==> src/rtl/hack_pkg.sv <==
// Shared constants and types for the Hack CPU datapath blocks.
package hack_pkg;

   localparam int unsigned WORD_W = 16;

   // Requester identities on the shared incrementer
   localparam logic REQ_PC = 1'b0;
   localparam logic REQ_SP = 1'b1;

   localparam logic [WORD_W-1:0] WORD_ONES = 16'hFFFF;

   // Occupancy of the single-entry result buffer
   typedef enum logic {
      BUF_EMPTY = 1'b0,
      BUF_FULL  = 1'b1
   } buf_state_t;

endpackage

==> src/rtl/inc16.sv <==
// Combinational 16-bit incrementer: out = in + 1, modulo 2^16.
module inc16
   import hack_pkg::*;
(
   input  logic [WORD_W-1:0] in,
   output logic [WORD_W-1:0] out
);

   assign out = in + {{(WORD_W-1){1'b0}}, 1'b1};

endmodule

==> src/rtl/inc16_arbiter.sv <==
// Round-robin share of one inc16 between two valid/ready requesters,
// with a registered single-entry result buffer tagged by requester.
module inc16_arbiter
   import hack_pkg::*;
#(
   parameter int unsigned WIDTH     = 16,
   parameter bit          FIRST_REQ = 1'b0
) (
   input  logic             clk,
   input  logic             reset,
   input  logic             req0_valid,
   input  logic [WIDTH-1:0] req0_data,
   output logic             req0_ready,
   input  logic             req1_valid,
   input  logic [WIDTH-1:0] req1_data,
   output logic             req1_ready,
   output logic             res_valid,
   output logic [WIDTH-1:0] res_data,
   output logic             res_id,
   output logic             res_wrap,
   input  logic             res_ready
);

   buf_state_t       state_p1;
   logic [WIDTH-1:0] data_p1;
   logic             id_p1;
   logic             wrap_p1;
   logic             last_grant;

   logic             grant_vld;
   logic             grant_id;
   logic             can_accept;
   logic             accept;
   logic [WIDTH-1:0] operand_p0;
   logic [WIDTH-1:0] sum_p0;
   logic             wrap_p0;

   // Round-robin grant: a lone requester wins; on contention the one not served last wins
   always_comb begin
      grant_vld = 1'b0;
      grant_id  = REQ_PC;
      if (req0_valid && req1_valid) begin
         grant_vld = 1'b1;
         grant_id  = ~last_grant;
      end else if (req0_valid) begin
         grant_vld = 1'b1;
         grant_id  = REQ_PC;
      end else if (req1_valid) begin
         grant_vld = 1'b1;
         grant_id  = REQ_SP;
      end
   end

   // The buffer can take a new result when empty or being drained this cycle
   assign can_accept = (state_p1 == BUF_EMPTY) || res_ready;
   assign accept     = grant_vld && can_accept && !reset;

   assign req0_ready = can_accept && grant_vld && (grant_id == REQ_PC) && !reset;
   assign req1_ready = can_accept && grant_vld && (grant_id == REQ_SP) && !reset;

   // ---- stage p0: operand select and increment ----
   assign operand_p0 = (grant_id == REQ_SP) ? req1_data : req0_data;
   assign wrap_p0    = (operand_p0 == WORD_ONES);

   inc16 u_inc16 (
      .in  (operand_p0),
      .out (sum_p0)
   );

   // ---- stage p1: result buffer ----
   // Buffer state machine: fill on accept, empty on drain without refill
   always_ff @(posedge clk) begin
      if (reset) begin
         state_p1   <= BUF_EMPTY;
         data_p1    <= '0;
         id_p1      <= 1'b0;
         wrap_p1    <= 1'b0;
         last_grant <= ~FIRST_REQ;
      end else if (accept) begin
         state_p1   <= BUF_FULL;
         data_p1    <= sum_p0;
         id_p1      <= grant_id;
         wrap_p1    <= wrap_p0;
         last_grant <= grant_id;
      end else if ((state_p1 == BUF_FULL) && res_ready) begin
         state_p1   <= BUF_EMPTY;
      end
   end

   assign res_valid = (state_p1 == BUF_FULL);
   assign res_data  = data_p1;
   assign res_id    = id_p1;
   assign res_wrap  = wrap_p1;

endmodule

==> config.mk <==
export PLATFORM = sky130hd
export DESIGN_NAME = inc16_arbiter
export DESIGN_NICKNAME = d
export VERILOG_FILES = /design/src/rtl/hack_pkg.sv /design/src/rtl/inc16.sv /design/src/rtl/inc16_arbiter.sv
export SDC_FILE = /design/constraint.sdc
export NUM_CORES = 1
export LEC_CHECK = 0
export ABC_CLOCK_PERIOD_IN_PS = 4760
export CAP_MARGIN = 40
export CORE_MARGIN = 5
export CORE_UTILIZATION = 46
export CTS_CLUSTER_DIAMETER = 200
export DETAILED_ROUTE_END_ITERATION = 12
export PLACE_DENSITY = 0.85
export SYNTH_ARGS = -nofsm -noshare
export SYNTH_HDL_FRONTEND = slang
export SYNTH_SLANG_ARGS = --single-unit
==> constraint.sdc <==
create_clock -name clk -period 4.76 [get_ports clk]
set_input_delay 0.476 -clock clk [delete_from_list [all_inputs] [get_ports clk]]
set_output_delay 0.476 -clock clk [all_outputs]
set_load 0.03 [all_outputs]
Word-level counts from Yosys, hierarchy flattened
Index checks and enable logic that the tools add are counted.

Flip-flop bits (word level): 20. Input bits: 37. Output and inout bits: 21. Word-level logic and storage cells: 29.

$add $sub $neg: 1. Equality and inequality tests: 1. Mux-type cells: 8. Bitwise logic cells: 3. Reductions and logical operators: 11.

Operators with widths (number): $add 16x1->16 const B (1); $eq 16x16->1 const B (1); $mux 16 (1); $logic_and 1x1->1 (8); $mux 1 (7); $not 1->1 (3); $reduce_bool 2->1 (1); $logic_not 1->1 (1); $logic_or 1x1->1 (1).

Depth between registers and ports, before layout
Gate-level depths: netlist of run 1.

Depth in word-level cells: 6. Mapped depth: 12. Depth with buffers taken out: 9.

By module
A second synthesis of run 1 with hierarchy kept.

Cells, all modules: 126. Area, all modules: 1275.0 um2.

Modules (own cells, without submodules): inc16_arbiter (instances 1, cells an instance 83, area each 977.2 um2, seq. area each 400.4 um2); inc16 (instances 1, cells an instance 43, area each 297.8 um2, seq. area each 0.0 um2).

Worst setup path before layout of run 1
OpenSTA, ideal clock, no wires.

Path type: input to register. Start: input req1_valid. End: register data_p1[14], in the netlist res_data[14]. Library setup time: 120 ps. Data arrival time: 2157 ps. Data required time: 4640 ps. Path slack: 2483 ps. Stages: 10. Path buffers: 2. Cell sequence: a21boi_1 > clkbuf_1 > nand2_1 > nand2_1 > ha_1 > clkbuf_1 > nand4_1 > a21oi_1 > or3_1 > nand3_1.

Cells in the longest elaborated chain, start to end: 5. Elaborated cells on any way between the ends: 10. Classes of those cells: 1 x add/sub; 6 x mux; 3 x reduce/logical.

RTL lines: start: declaration (RTL line inc16_arbiter.sv:14) `input logic req1_valid,`; $mux 1 (RTL line inc16_arbiter.sv:48) `end else if (req1_valid) begin`; $mux 1 (RTL line inc16_arbiter.sv:45) `end else if (req0_valid) begin`; $mux 1 (RTL line inc16_arbiter.sv:42) `if (req0_valid && req1_valid) begin`; $mux 16 or $logic_and 1x1->1 (tied branches) (RTL line inc16_arbiter.sv:62, inc16_arbiter.sv:56); $add 16x1->16 or $logic_and 1x1->1 (tied branches) (RTL line inc16.sv:9, inc16_arbiter.sv:56); end signal: assignment (RTL line inc16_arbiter.sv:81) `data_p1 <= sum_p0;`; end: declaration (RTL line inc16_arbiter.sv:25) `logic [WIDTH-1:0] data_p1;`.

Several ways; a longest one is shown, not always the timed one. A chain may end at the register's enable or synchronous reset.

Worst setup path after layout of run 1
Start: input res_ready. End: output req1_ready.

Cells in the longest elaborated chain, start to end: 4.

RTL lines: start: declaration (RTL line inc16_arbiter.sv:21) `input logic res_ready`; $logic_or 1x1->1 (RTL line inc16_arbiter.sv:55) `assign can_accept = (state_p1 == BUF_EMPTY) || res_ready;`; $logic_and 1x1->1 (3 in a row) (RTL line inc16_arbiter.sv:59) `assign req1_ready = can_accept && grant_vld && (grant_id == REQ_SP) && !reset;`; end: declaration (RTL line inc16_arbiter.sv:16) `output logic req1_ready,`.

Every way passes these cells.

==> results of run 1 <==
metrics by stage:
stage          worst slack [ps]  cell area, sq um  power, mW
5_1_grt                    1510              2020      0.476
3_5_place_dp               1690              2000      0.374
3_3_place_gp               1750              2000      0.371
6_report                   1670              2020      0.448
2_1_floorplan              2480              1410      0.289
4_1_cts                    1680              2020      0.450
power by group through the flow:
| stage | clock network (mW) | registers [mW] | logic (mW) |
|---|---|---|---|
| 3_3_place_gp | 0 | 0.193 | 0.178 |
| 2_1_floorplan | 0 | 0.220 | 0.0685 |
| 3_5_place_dp | 0 | 0.194 | 0.180 |
| 4_1_cts | 0.0793 | 0.190 | 0.181 |
| 6_report | 0.0774 | 0.190 | 0.181 |
| 5_1_grt | 0.0901 | 0.192 | 0.194 |
metal layers:
layer | GRT usage | part of all wire
met3 | 0.0256 | 0.054
met1 | 0.260 | 0.47
met4 | 0.0907 | 0.017
met5 | 0 | 0
met2 | 0.315 | 0.46
flip-flops by register name, summed over array words and instances, names as in the netlist:
register    flops
last_grant      1
res_valid       1
res_wrap        1
res_id          1
res_data       16
final cells by class:
type,instances,share of cell area
Multi-Input combinational cell,156,0.481
Sequential cell,20,0.198
Clock buffer,3,0.0111
Timing Repair Buffer,59,0.290
Tap cell,33,0.0204
layout by cell type (no fill, tap or decap), types with 2 or more instances in the layout:
cell type / Yosys / layout
o21ai_1: 2 / 2
nand3_1: 18 / 18
xnor2_1: 9 / 9
clkbuf_4: 0 / 3
mux2i_1: 10 / 10
and3_1: 2 / 2
o22ai_1: 2 / 2
nand2_1: 28 / 28
o21ai_0: 3 / 3
nand4_1: 11 / 11
o211ai_1: 4 / 4
nor2_1: 14 / 14
a21oi_1: 9 / 9
xor2_1: 4 / 4
buf_4: 0 / 2
a211oi_1: 4 / 4
nor3_1: 4 / 4
clkdlybuf4s50_1: 0 / 57
nand2b_1: 2 / 2
nand3b_1: 7 / 7
a22oi_1: 2 / 2
dfxtp_1: 20 / 20
and4_1: 4 / 4
a211o_1: 2 / 2
tightest hold or removal path: stages, from the launching register on:
cell,delay (ps)
dfxtp_1,320
nand2_1,50
a21oi_1,50
cells by family (layout without fill, tap and decap cells):
family,Yosys count,count (layout),share of synthesized area
AND/OR/NAND/NOR,98,98,0.365
AO/OA/AOI/OAI,33,33,0.152
flip-flops,20,20,0.284
XOR/XNOR,13,13,0.0807
multiplexers,11,11,0.0789
buffers and inverters,9,62,0.0301
adder cells (fa/ha/maj),1,1,0.00886
path summary, 6_finish.rpt:
path / endpoint / slack [ps] / start / depth (start not counted)
setup / recovery: req1_ready / 1670 / res_ready / 6
hold / removal: res_data[2]$_SDFFE_PP0P_ / 460 / res_data[2]$_SDFFE_PP0P_ / 2
setup reg to reg: res_data[14]$_SDFFE_PP0P_ / 2400 / last_grant$_SDFFE_PP1P_ / 8
hold reg to reg: res_data[2]$_SDFFE_PP0P_ / 460 / res_data[2]$_SDFFE_PP0P_ / 2
==> results.toml, run 1 <==
[logic_synthesis]
synth_area_sq_um = 1410
yosysWarnings = 0
synth_enable_flop_cells = 0
synth_cell_type_count = 39
ys_seq_area_frac = 0.284
postSynthAreaPerCell_sq_um = 7.63
syn-num-nets = 223
ys_top_cells_by_count = "28 x nand2_1, 20 x dfxtp_1, 18 x nand3_1, 14 x nor2_1, 11 x nand4_1"
synthArstFlopShare = 0
synthCells = 185
ys.flop_type = "dfxtp_1"
synth_area_leader_cell = "dfxtp_1"
synth_top_area_share = 0.284
synth.area.top_cells = "dfxtp_1 28%, nand2_1 7.4%, mux2i_1 7.1%, nand3_1 6.4%, xnor2_1 5.6%"
synth.most_common_cell = "nand2_1"
synth_seq_cells = 20

[finish]
stdcell_count = 271
final_layout_size_suffix_gt1_frac = 0.0378
regArea_sq_um = 400
fin_nets = 278
post-route-util = 0.673
antennaDiodeCount = 0
fill_cells = 260
multi_input_area_sq_um = 972
area_growth_pct = 43.3

[die]
die_area_sq_um = 4280
fp.dieH_microns = 65.4
coreArea_sq_um = 3000
io_pins = 58
die_w_microns = 65.4
start_util = 0.470
rows = 20

[critical_path]
slowest_delay_ps = 680
worstPathRequired_ps = 4280
crit_chain = "clkdlybuf4s50_1, nand2b_1, o21a_1, nand2b_1, nor2_1, clkdlybuf4s50_1"
arrival_ps = 2620
worst_setup_path_start_kind = "primary input"
cp_top_family = "buffers and inverters"
crit_type = "in -> out"
cp_max_fo = 14
worst-path-buf-inv = 2
slowest_stage = "clkdlybuf4s50_1"
end_kind = "output pin"

[sta]
final.setup.tns_ps = 0
finalSetupViolCount = 0
grt_setup_unrepaired = "false"
fin_skew_ps = 5.69
hold_viol = 0
drv_slew = 0
tightest_slew_ps = 728
max-slew-margin-rel = 0.510
period_needed_ps = 3090
timing.hold.ws_ps = 456
period_share = 0.650
max_freq_mhz = 323

[pwr]
powerDensity_nw_per_um2 = 222
pwr-share-clk = 0.173
peakVddDrop_mv = 0.103
intPower_mw = 0.294
seqPwrFrac = 0.423
switching_power_mw = 0.154
combPwrFrac = 0.404
p_leak_nw = 0.745
swShare = 0.344

[global_routing]
antenna_found_initial = 0
overflow = 0
grtUsageTotal = 0.196
grt_max_degree = 24
grt_pass1_wl_mm = 6.64
grt_pass1_vias = 1446

[clock_network]
ctsHoldBuffers = 0
htreeDepth = 1
cts_tree = "built"
root_buffer = "clkbuf_4"
cts.sinks = 20
path_clk_slew_ps = 100
post-cts-setup-buffers = 0
clockBufferDepth = 2
cts_resized = 0
cts_made_buffers = 3
clock_latency_ps = 290

[outcome]
status = "complete, no violations"

[placement]
gp_congestion = 0.850
dp.cells = 268
dp_hpwl_mm = 3.18
port_buffers = 57

[routing]
drt_wl_total_mm = 4.06
drt_pass1_iterations = 4
drt_iter0_drc = 133
drc_errors = 0
drt-wirelength-per-cell_microns = 15.0
vias = 1581
via_per_inst = 5.83
ant_nets = 0

[flow_run]
cap_violations = 0

[min_path]
hp-class = "reg -> reg"
(Power assumes the default switching activity.)
==> run 2: changes to the inputs <==
--- a/config.mk
+++ b/config.mk
@@ -5,13 +5,13 @@
 export SDC_FILE = /design/constraint.sdc
 export NUM_CORES = 1
 export LEC_CHECK = 0
-export ABC_CLOCK_PERIOD_IN_PS = 4760
+export ABC_CLOCK_PERIOD_IN_PS = 3200
 export CAP_MARGIN = 40
 export CORE_MARGIN = 5
-export CORE_UTILIZATION = 46
+export CORE_UTILIZATION = 43
 export CTS_CLUSTER_DIAMETER = 200
 export DETAILED_ROUTE_END_ITERATION = 12
-export PLACE_DENSITY = 0.85
+export PLACE_DENSITY = 0.8
 export SYNTH_ARGS = -nofsm -noshare
 export SYNTH_HDL_FRONTEND = slang
 export SYNTH_SLANG_ARGS = --single-unit
==> constraint.sdc (replaced) <==
create_clock -name clk -period 3.2 [get_ports clk]
set_input_delay 0.32 -clock clk [delete_from_list [all_inputs] [get_ports clk]]
set_output_delay 0.32 -clock clk [all_outputs]
set_load 0.03 [all_outputs]
==> run 2 against run 1 <==
Against the previous run: first-iteration DRC count shrank 27%; hold slack gained 2.9 ps; register-to-register slack lost 1300 ps; critical path depth is the same; sequential power grew 48%; core utilization shrank 1.0 points; cell count grew 5.2%; global-route usage shrank 0.87 points; non-clock buffer count grew 3; critical path type unchanged.
==> results.toml, run 2 (synthesis results as in run 1) <==
[die]
die_w_microns = 67.3
coreArea_sq_um = 3100
start_util = 0.455
io_pins = 58
die_area_sq_um = 4530
rows = 20
fp.dieH_microns = 67.3

[clock_network]
ctsHoldBuffers = 0
htreeDepth = 1
cts.sinks = 20
clockBufferDepth = 2
cts_tree = "built"
root_buffer = "clkbuf_4"
cts_resized = 0
post-cts-setup-buffers = 0
clock_latency_ps = 290
cts_made_buffers = 3
path_clk_slew_ps = 100

[sta]
grt_setup_unrepaired = "false"
max-slew-margin-rel = 0.386
period_needed_ps = 2420
max_freq_mhz = 413
hold_viol = 0
finalSetupViolCount = 0
period_share = 0.756
tightest_slew_ps = 915
fin_skew_ps = 1.93
drv_slew = 0
final.setup.tns_ps = 0

[min_path]
hp-class = "reg -> reg"

[pwr]
peakVddDrop_mv = 0.135
power_mw = 0.671
p_leak_nw = 0.759
powerDensity_nw_per_um2 = 326

[critical_path]
cp_max_fo = 7
worst-path-buf-inv = 2
worstPathRequired_ps = 2880
slowest_stage = "clkdlybuf4s50_1"
crit_type = "in -> out"
end_kind = "output pin"
arrival_ps = 2100
reg2reg_setup_slack_ps = 1110
cp_top_family = "buffers and inverters"
slowest_delay_ps = 690
worst_setup_path_start_kind = "primary input"
crit_chain = "clkdlybuf4s50_1, nand2b_1, o21a_1, nand2b_1, nor2_1, clkdlybuf4s50_1"

[global_routing]
grt_pass1_vias = 1446
grtUsageTotal = 0.188
grt_pass1_wl_mm = 6.53
overflow = 0
antenna_found_initial = 0
grt_max_degree = 22

[finish]
final_layout_size_suffix_gt1_frac = 0.0498
area_growth_pct = 45.8
fin_nets = 281
largest_register_ffs = 16
antennaDiodeCount = 0
mostFrequentLayoutCells = "57 x clkdlybuf4s50_1, 28 x nand2_1, 20 x dfxtp_1, 18 x nand3_1, 14 x nor2_1"
layout_commonest_cell = "clkdlybuf4s50_1"

[outcome]
status = "complete, no violations"

[routing]
drc_errors = 0
drt_wl_total_mm = 4.14
drt-wirelength-per-cell_microns = 14.5
drt_pass1_iterations = 4
ant_nets = 0
vias = 1610
via_per_inst = 5.65
drt_iter0_drc = 97

[placement]
port_buffers = 57
dp_hpwl_mm = 3.31
gp_congestion = 0.845

[flow_run]
cap_violations = 0
==> run 2: power by group <==
| part | switching, mW | internal, mW | total, mW | leakage [nW] |
|---|---|---|---|---|
| Combinational | 0.147 | 0.126 | 0.273 | 0.580 |
| Sequential | 0.0113 | 0.271 | 0.282 | 0.166 |
| Clock | 0.0713 | 0.0439 | 0.115 | 0.0138 |
==> run 2: through the flow <==
| step | area [sq um] | hold slack [ps] | cells | util | setup slack, ps |
|---|---|---|---|---|---|
| detailed placement | 2040 | 447 | 282 | 0.656 | 586 |
| finish | 2060 | 459 | 285 | 0.663 | 780 |
| CTS | 2060 | 460 | 285 | 0.663 | 770 |
| global route | 2060 | 485 | 285 | 0.663 | 692 |
| global placement | 2040 | 440 | 282 | 0.656 | 632 |
| floorplan | 1410 | 460 | 185 | - | 1080 |
==> run 2: cell type report <==
| cell class | instances | area, sq um |
|---|---|---|
| Multi-Input combinational cell | 156 | 972 |
| Sequential cell | 20 | 400 |
| Tap cell | 44 | 55.1 |
| Fill cell | 308 | 1040 |
| Timing Repair Buffer | 62 | 608 |
| Clock buffer | 3 | 22.5 |
==> run 2: worst register-to-register path: cells and delay by family (launching register included) <==
family / cells / cell delay [ps]
AND/OR/NAND/NOR: 5 / 590
AO/OA/AOI/OAI: 2 / 640
adder cells (fa/ha/maj): 1 / 380
flip-flops: 1 / 390
==> run 2: final timing paths <==
kind                       startpoint  cells after the start                         to
max                         res_ready                      6                 req1_ready
min          res_data[1]$_SDFFE_PP0P_                      2   res_data[1]$_SDFFE_PP0P_
max reg2reg   last_grant$_SDFFE_PP1P_                      8  res_data[14]$_SDFFE_PP0P_
min reg2reg  res_data[1]$_SDFFE_PP0P_                      2   res_data[1]$_SDFFE_PP0P_
==> run 2: metal layers <==
| metal | part of all wire | track usage | vias up |
|---|---|---|---|
| met4 | 0.027 | 0.0861 | 0 |
| met1 | 0.46 | 0.241 | 733 |
| met2 | 0.47 | 0.307 | 60 |
| met5 | 0 | 0 | - |
| met3 | 0.050 | 0.0300 | 16 |
| li1 | - | - | 801 |
==> run 3: changes to the inputs <==
--- a/config.mk
+++ b/config.mk
@@ -5,7 +5,7 @@
 export SDC_FILE = /design/constraint.sdc
 export NUM_CORES = 1
 export LEC_CHECK = 0
-export ABC_CLOCK_PERIOD_IN_PS = 3200
+export ABC_CLOCK_PERIOD_IN_PS = 2400
 export CAP_MARGIN = 40
 export CORE_MARGIN = 5
 export CORE_UTILIZATION = 43
==> constraint.sdc (replaced) <==
create_clock -name clk -period 2.4 [get_ports clk]
set_input_delay 0.24 -clock clk [delete_from_list [all_inputs] [get_ports clk]]
set_output_delay 0.24 -clock clk [all_outputs]
set_load 0.03 [all_outputs]
==> run 3 against run 2 <==
Against the previous run: largest cell class unchanged; combinational power increased by 38%; power up 42%; sequential cell count is the same; cell area is 3.2% higher; critical endpoint is now res_data[13]$_SDFFE_PP0P_; clock-buffer cell count is 1 higher.
==> results.toml, run 3 (synthesis results as in run 1) <==
[die]
rows = 20
start_util = 0.455
fp.dieH_microns = 67.3
die_area_sq_um = 4530
coreArea_sq_um = 3100
io_pins = 58
die_w_microns = 67.3

[clock_network]
htreeDepth = 1
ctsHoldBuffers = 0
clock_latency_ps = 300
cts_made_buffers = 3
cts_tree = "built"
cts.sinks = 20
clockBufferDepth = 2
post-cts-setup-buffers = 0
path_clk_slew_ps = 120
root_buffer = "clkbuf_4"
cts_resized = 0

[min_path]
holdPathStages = 2
hp-class = "reg -> reg"

[finish]
final_layout_size_suffix_gt1_frac = 0.0847
antennaDiodeCount = 0
final_area_sq_um = 2120
post-route-util = 0.685
fin_nets = 287
layout_commonest_cell = "clkdlybuf4s50_1"
mostFrequentLayoutCells = "55 x clkdlybuf4s50_1, 28 x nand2_1, 20 x dfxtp_1, 18 x nand3_1, 14 x nor2_1"
fill_cells = 295
largest_register_ffs = 16
area_growth_pct = 50.5
stdcell_count = 292

[routing]
drc_errors = 0
via_per_inst = 5.58
ant_nets = 0
drt_wl_total_mm = 4.24
drt-wirelength-per-cell_microns = 14.5
drt_iter0_drc = 147
vias = 1630
drt_pass1_iterations = 4

[placement]
port_buffers = 57
placed_area_sq_um = 2090
dp_hpwl_mm = 3.36
dp.cells = 288
gp_congestion = 0.840
pre_cts_ws_ps = 100

[pwr]
p_leak_nw = 0.805
power_mw = 0.952
peakVddDrop_mv = 0.178
powerDensity_nw_per_um2 = 448

[sta]
period_needed_ps = 2010
final.setup.tns_ps = 0
period_share = 0.837
max-slew-margin-rel = 0.717
drv_slew = 0
max_freq_mhz = 498
finalSetupViolCount = 0
grt_setup_unrepaired = "false"
fin_ws_ps = 391
fin_skew_ps = 3.48
tightest_slew_ps = 422
timing.hold.ws_ps = 461
hold_viol = 0

[outcome]
status = "complete, no violations"

[global_routing]
grt_pass1_vias = 1561
grt_pass1_wl_mm = 6.85
grtUsageTotal = 0.191
antenna_found_initial = 0
grt_max_degree = 22
overflow = 0

[critical_path]
reg2reg_depth = 9
end_kind = "flip-flop"
arrival_ps = 2260
worstPathRequired_ps = 2650
crit_type = "in -> reg"
worst_setup_path_start_kind = "primary input"
cp_max_fo = 13

[flow_run]
cap_violations = 0
run 3: cell count changes in the layout (fill, tap and decap cells not counted):
cell	delta
clkbuf_8	+1
buf_12	+1
buf_4	+7
clkdlybuf4s50_1	-2
run 3: critical path, cell delays in order:
cell             delay (ps)
clkdlybuf4s50_1         530
a21bo_1                 290
buf_12                  170
nor4_4                  330
nor2_2                   80
or4_1                   500
nand3_1                 100
run 3: layout make-up:
| class | count | area [sq um] | area share |
|---|---|---|---|
| well taps | 44 | 55.1 | 0.0259 |
| flip-flops and latches | 20 | 400 | 0.188 |
| clock buffers | 4 | 36.3 | 0.0171 |
| repair buffers | 68 | 661 | 0.311 |
| multi-input cells | 156 | 972 | 0.458 |
run 3: final timing paths:
kind                                  from                        end  slack (ps)
setup / recovery                req1_valid  res_data[13]$_SDFFE_PP0P_         390
hold / removal    res_data[3]$_SDFFE_PP0P_   res_data[3]$_SDFFE_PP0P_         460
setup reg to reg   last_grant$_SDFFE_PP1P_   res_data[8]$_SDFFE_PP0P_         550
hold reg to reg   res_data[3]$_SDFFE_PP0P_   res_data[3]$_SDFFE_PP0P_         460
run 3: per-layer routing:
metal	routed length (microns)	global-route usage	vias up
met4	39	0.0658	0
met2	1960	0.313	76
li1	-	-	809
met1	1930	0.261	741
met5	0	0	-
met3	303	0.0183	4
run 3: report_power, final:
group / total, mW / internal (mW) / switching, mW / leakage [nW]
sequential: 0.377 / 0.361 / 0.0155 / 0.166
combinational: 0.378 / 0.178 / 0.200 / 0.619
clock: 0.197 / 0.0924 / 0.105 / 0.0210
total: 0.952 / 0.632 / 0.320 / 0.805
==> edit 1 (flow settings as in run 2) <==
Make the reset (`reset`) asynchronous in one clocked block.
--- a/src/rtl/inc16_arbiter.sv
+++ b/src/rtl/inc16_arbiter.sv
@@ -69,7 +69,7 @@
 
    // ---- stage p1: result buffer ----
    // Buffer state machine: fill on accept, empty on drain without refill
-   always_ff @(posedge clk) begin
+   always_ff @(posedge clk or posedge reset) begin
       if (reset) begin
          state_p1   <= BUF_EMPTY;
          data_p1    <= '0;
Formal check against the unedited RTL: differs if reset is asserted again (counterexample within 4 cycles, from zero or initial values and one cycle with reset high); with reset held inactive, the same outputs for 10 cycles.
==> edit 1 against run 2 <==
Wire length decreased by 9.1%; register-to-register slack got worse by 0.29 ns; cell area is 2.7% higher; synthesized area is 2.4% higher; global-route usage down 1.5 points; critical endpoint is now res_data[6]; largest cell class unchanged; worst setup slack improved by 0.027 ns; sequential cell count is the same; total power rose by 39%; maximum frequency increased by 1.1%.
==> edit 1: results (changes against run 2) <==
stage	metric	value	unit	change
setup_path	Worst Path Arrival	2.58	ns	+0.48 ns
finish	fin nets	257		-8.5%
route	Met3 Wirelength	180	um	-13%
route	DR WL/cell	14.24	um	-1.9%
placement	minimum setup slack after placement	0.4828	ns	-0.1034 ns
timing	Least-Margin Pin Slew	0.3858	ns	-0.5293 ns
outcome	status	finished clean		
power	VDD IR max	0.2239	mV	+66%
power	leak pwr	0.8773	nW	+16%
finish	share of layout cells above drive strength 1	11.47	%	+6.5 points
global_routing	GRT Total Usage	17.29	%	-1.5 points
global_routing	first-pass GRT wire length	6.161	mm	-5.6%
setup_path	Top delay family on crit path	compound AO/OA/AOI/OAI gates		
synth	post-synthesis mux area share	11.52	%	+3.6 points
synth	Mean Syn Cell Area	9.032	sq um	+18%
finish	Seq/total area	23.74	%	+4.3 points
finish	multi-input gates	130		-17%
route	Iter 0 DRT Violations	100		+3.1%
finish	fin area	0.002113	sq mm	+2.7%
synth	top cells by area, synth	dfrtp_1 33%, mux2i_1 7.6%, nand2_1 6.2%		
synth	sequential element share of the synthesized area	34.72	%	+6.3 points
route	DR pass1 iterations	5		+1
route	Met2 Wirelength	1.928	mm	-0.41%
finish	clk tree area frac	2.487	%	+1.4 points
setup_path	CP startpoint	req0_valid		
route	Final Routed Wirelength	3.759	mm	-9.1%
timing	clk_skew	0.01740	ns	+0.01547 ns
setup_path	Worst path max stage delay	0.56	ns	-0.13 ns
setup_path	worst r2r src	last_grant		
setup_path	crit-path max FO	9		+2
finish	multi-input gate share of total cell area	42.16	%	-5.1 points
synth	synthesized-area fraction occupied by xor and xnor cells	7.879	%	-0.19 points
synth	Synth Area in Compound Gates	15.93	%	+0.68 points
synth	Synth Area in Adders	0.8658	%	-0.021 points
placement	final RePlAce weighted congestion	0.8054		-4.6%
synth	Post-synth top cells	24 x nand2_1, 19 x dfrtp_1, 13 x nand3_1		
synth	Async SR Flop Fraction	100.0	%	+100 points
synth	ys flop type	dfrtp_1		
[edit 1: layer usage]
layer	GRT usage, %	vias up
li1	-	694
met1	23.43	643
met3	1.314	2
met4	4.467	0
met5	0	-
met2	29.60	40
[edit 1: path summary, 6_finish.rpt]
kind                          endpoint  slack [ns]  cells past startpoint
max                        res_data[6]        0.81                     10
min                             res_id        0.35                      3
max reg2reg                res_data[6]        0.82                      9
min reg2reg                res_data[4]        0.49                      2
max in group asynchronous   last_grant        2.59                      3
min in group clk           res_data[4]        0.49                      2
[edit 1: logic make-up after synthesis]
kind of cell	count (synthesis)
buf+inv	10
compound gates	32
xor+xnor	13
flops	20
mux	16
simple gates	68
fa+ha+maj	1
[edit 1: power by group]
| part | leakage, nW | switching (mW) | internal, mW |
|---|---|---|---|
| combinational | 0.606 | 0.216 | 0.180 |
| sequential | 0.244 | 0.0278 | 0.301 |
| clock | 0.0279 | 0.0792 | 0.127 |
==> edit 2 (settings of run 2) <==
Without the edit above. Change the parameter `FIRST_REQ` from 1'b0 to 1'b1.
--- a/src/rtl/inc16_arbiter.sv
+++ b/src/rtl/inc16_arbiter.sv
@@ -4,7 +4,7 @@
    import hack_pkg::*;
 #(
    parameter int unsigned WIDTH     = 16,
-   parameter bit          FIRST_REQ = 1'b0
+   parameter bit          FIRST_REQ = 1'b1
 ) (
    input  logic             clk,
    input  logic             reset,
Formal check against the unedited RTL: not equivalent (Yosys sat finds a counterexample within 4 cycles, from zero or initial values and one cycle with reset high).
==> edit 2 against run 2 <==
Wire length is 4.6% higher; synthesized cell count is 12% higher; synthesized area is 2.7% higher; cell area is 1.6% higher; total power is 2.0% lower; clock power is 4% higher; highest routed layer unchanged; critical path type unchanged; critical path depth is 1 lower; via count is 6.3% higher; largest power group is now combinational logic; critical endpoint is now req0_ready; sequential cell count is 1 lower; worst setup slack worse by 0.16 ns.
==> edit 2: results (changes against run 2) <==
stage	metric	value	unit	change
outcome	status	finished clean		
power	Switch Pwr	0.2302	mW	+0.16%
global_routing	GRT Total Usage	19.19	%	+0.42 points
clocking	clock-pin slew on the worst setup and hold paths	0.10	ns	about the same
setup_path	Worst path max stage delay	0.62	ns	-0.07 ns
setup_path	CP max-delay cell	clkdlybuf4s50_1		
synth	post-synth cell types	38		-2.6%
route	Via-to-Cell Ratio	5.519		-2.3%
timing	clk_skew	0.008166	ns	+0.006236 ns
synth	Synthesized Nets	246		+10%
power	VDD IR max	0.1458	mV	+8.4%
synth	top cells by area, synth	dfxtp_1 26%, nand2_1 11%, nand3_1 7.9%		
synth	sequential element share of the synthesized area	26.23	%	-2.1 points
setup_path	Worst Path Arrival	2.26	ns	+0.16 ns
clocking	H-tree Lvls	1		unchanged
placement	placed wire-length estimate	3.494	mm	+5.5%
placement	minimum setup slack after placement	0.4790	ns	-0.1073 ns
timing	Least-Margin Pin Slew	0.6296	ns	-0.2855 ns
global_routing	pin count of the biggest net entering global routing	31		+41%
power	Comb pwr share	41.1	%	+0.3 points
power	Seq power	0.267	mW	-5%
placement	placed instance area	0.002064	sq mm	+1.4%
route	Iter 0 DRT Violations	140		+44%
global_routing	first-pass GRT wire length	6.948	mm	+6.5%
placement	final RePlAce weighted congestion	0.9760		+16%
finish	share of layout cells above drive strength 1	6.061	%	+1.1 points
floorplan	effective utilization at floorplan	43.80	%	-1.7 points
setup_path	crit-path max FO	20		+13
route	DR WL/cell	13.95	um	-3.8%
finish	# fillers	301		-2.3%
global_routing	vias in the first global route	1542		+6.6%
synth	Post-synth top cells	44 x nand2_1, 23 x nand3_1, 19 x dfxtp_1		
power	leak pwr	0.7369	nW	-2.9%
edit 2: cell types whose count changed after synthesis, moves of 4 or more:
cell      before  now
nand2_1       28   44
nand3b_1       7    0
mux2i_1       10    4
a21oi_1        9   14
nand3_1       18   23
o211ai_1       4    9
and4_1         4    0
inv_1          0    4
edit 2: per-stage QoR:
stage | utilization, % | hold slack (ns) | instances | power [mW]
floorplan | - | 0.4869 | 208 | 0.4180
global placement | 62.36 | 0.4458 | 306 | 0.5415
detailed placement | 62.36 | 0.4485 | 306 | 0.5421
CTS | 63.15 | 0.4625 | 310 | 0.6573
global route | 63.15 | 0.4941 | 310 | 0.6917
finish | 63.15 | 0.4596 | 310 | 0.6569
edit 2: cell type report:
class                           instances  area share (%)
Tap cell                               46           2.753
Sequential cell                        19           18.19
Timing Repair Buffer                   63           29.44
Clock buffer                            4           1.257
Inverter                                5          0.8977
Multi-Input combinational cell        173           47.46
edit 2: worst paths after layout:
kind	from	endpoint	slack, ns	cells after the start
setup / recovery	req1_valid	req0_ready	0.62	5
hold / removal	res_data[5]	res_data[5]	0.46	2
setup reg to reg	last_grant	res_wrap	1.04	8
hold reg to reg	res_data[5]	res_data[5]	0.46	2
edit 2: logic make-up after synthesis:
| logic type | synth area share (%) |
|---|---|
| mux | 2.761 |
| xor+xnor | 6.040 |
| buf+inv | 5.348 |
| fa+ha+maj | 0.8627 |
| compound gates | 19.84 |
| flops | 26.23 |
| simple gates | 38.91 |
edit 2: metal layers:
layer	up-vias	GRT usage (%)	wire length [um]	part of all wire (%)
met5	-	0	0	0
met1	760	26.61	1949	45
li1	866	-	-	-
met3	9	1.970	297	6.9
met2	76	30.57	1986	46
met4	0	6.948	92	2.1
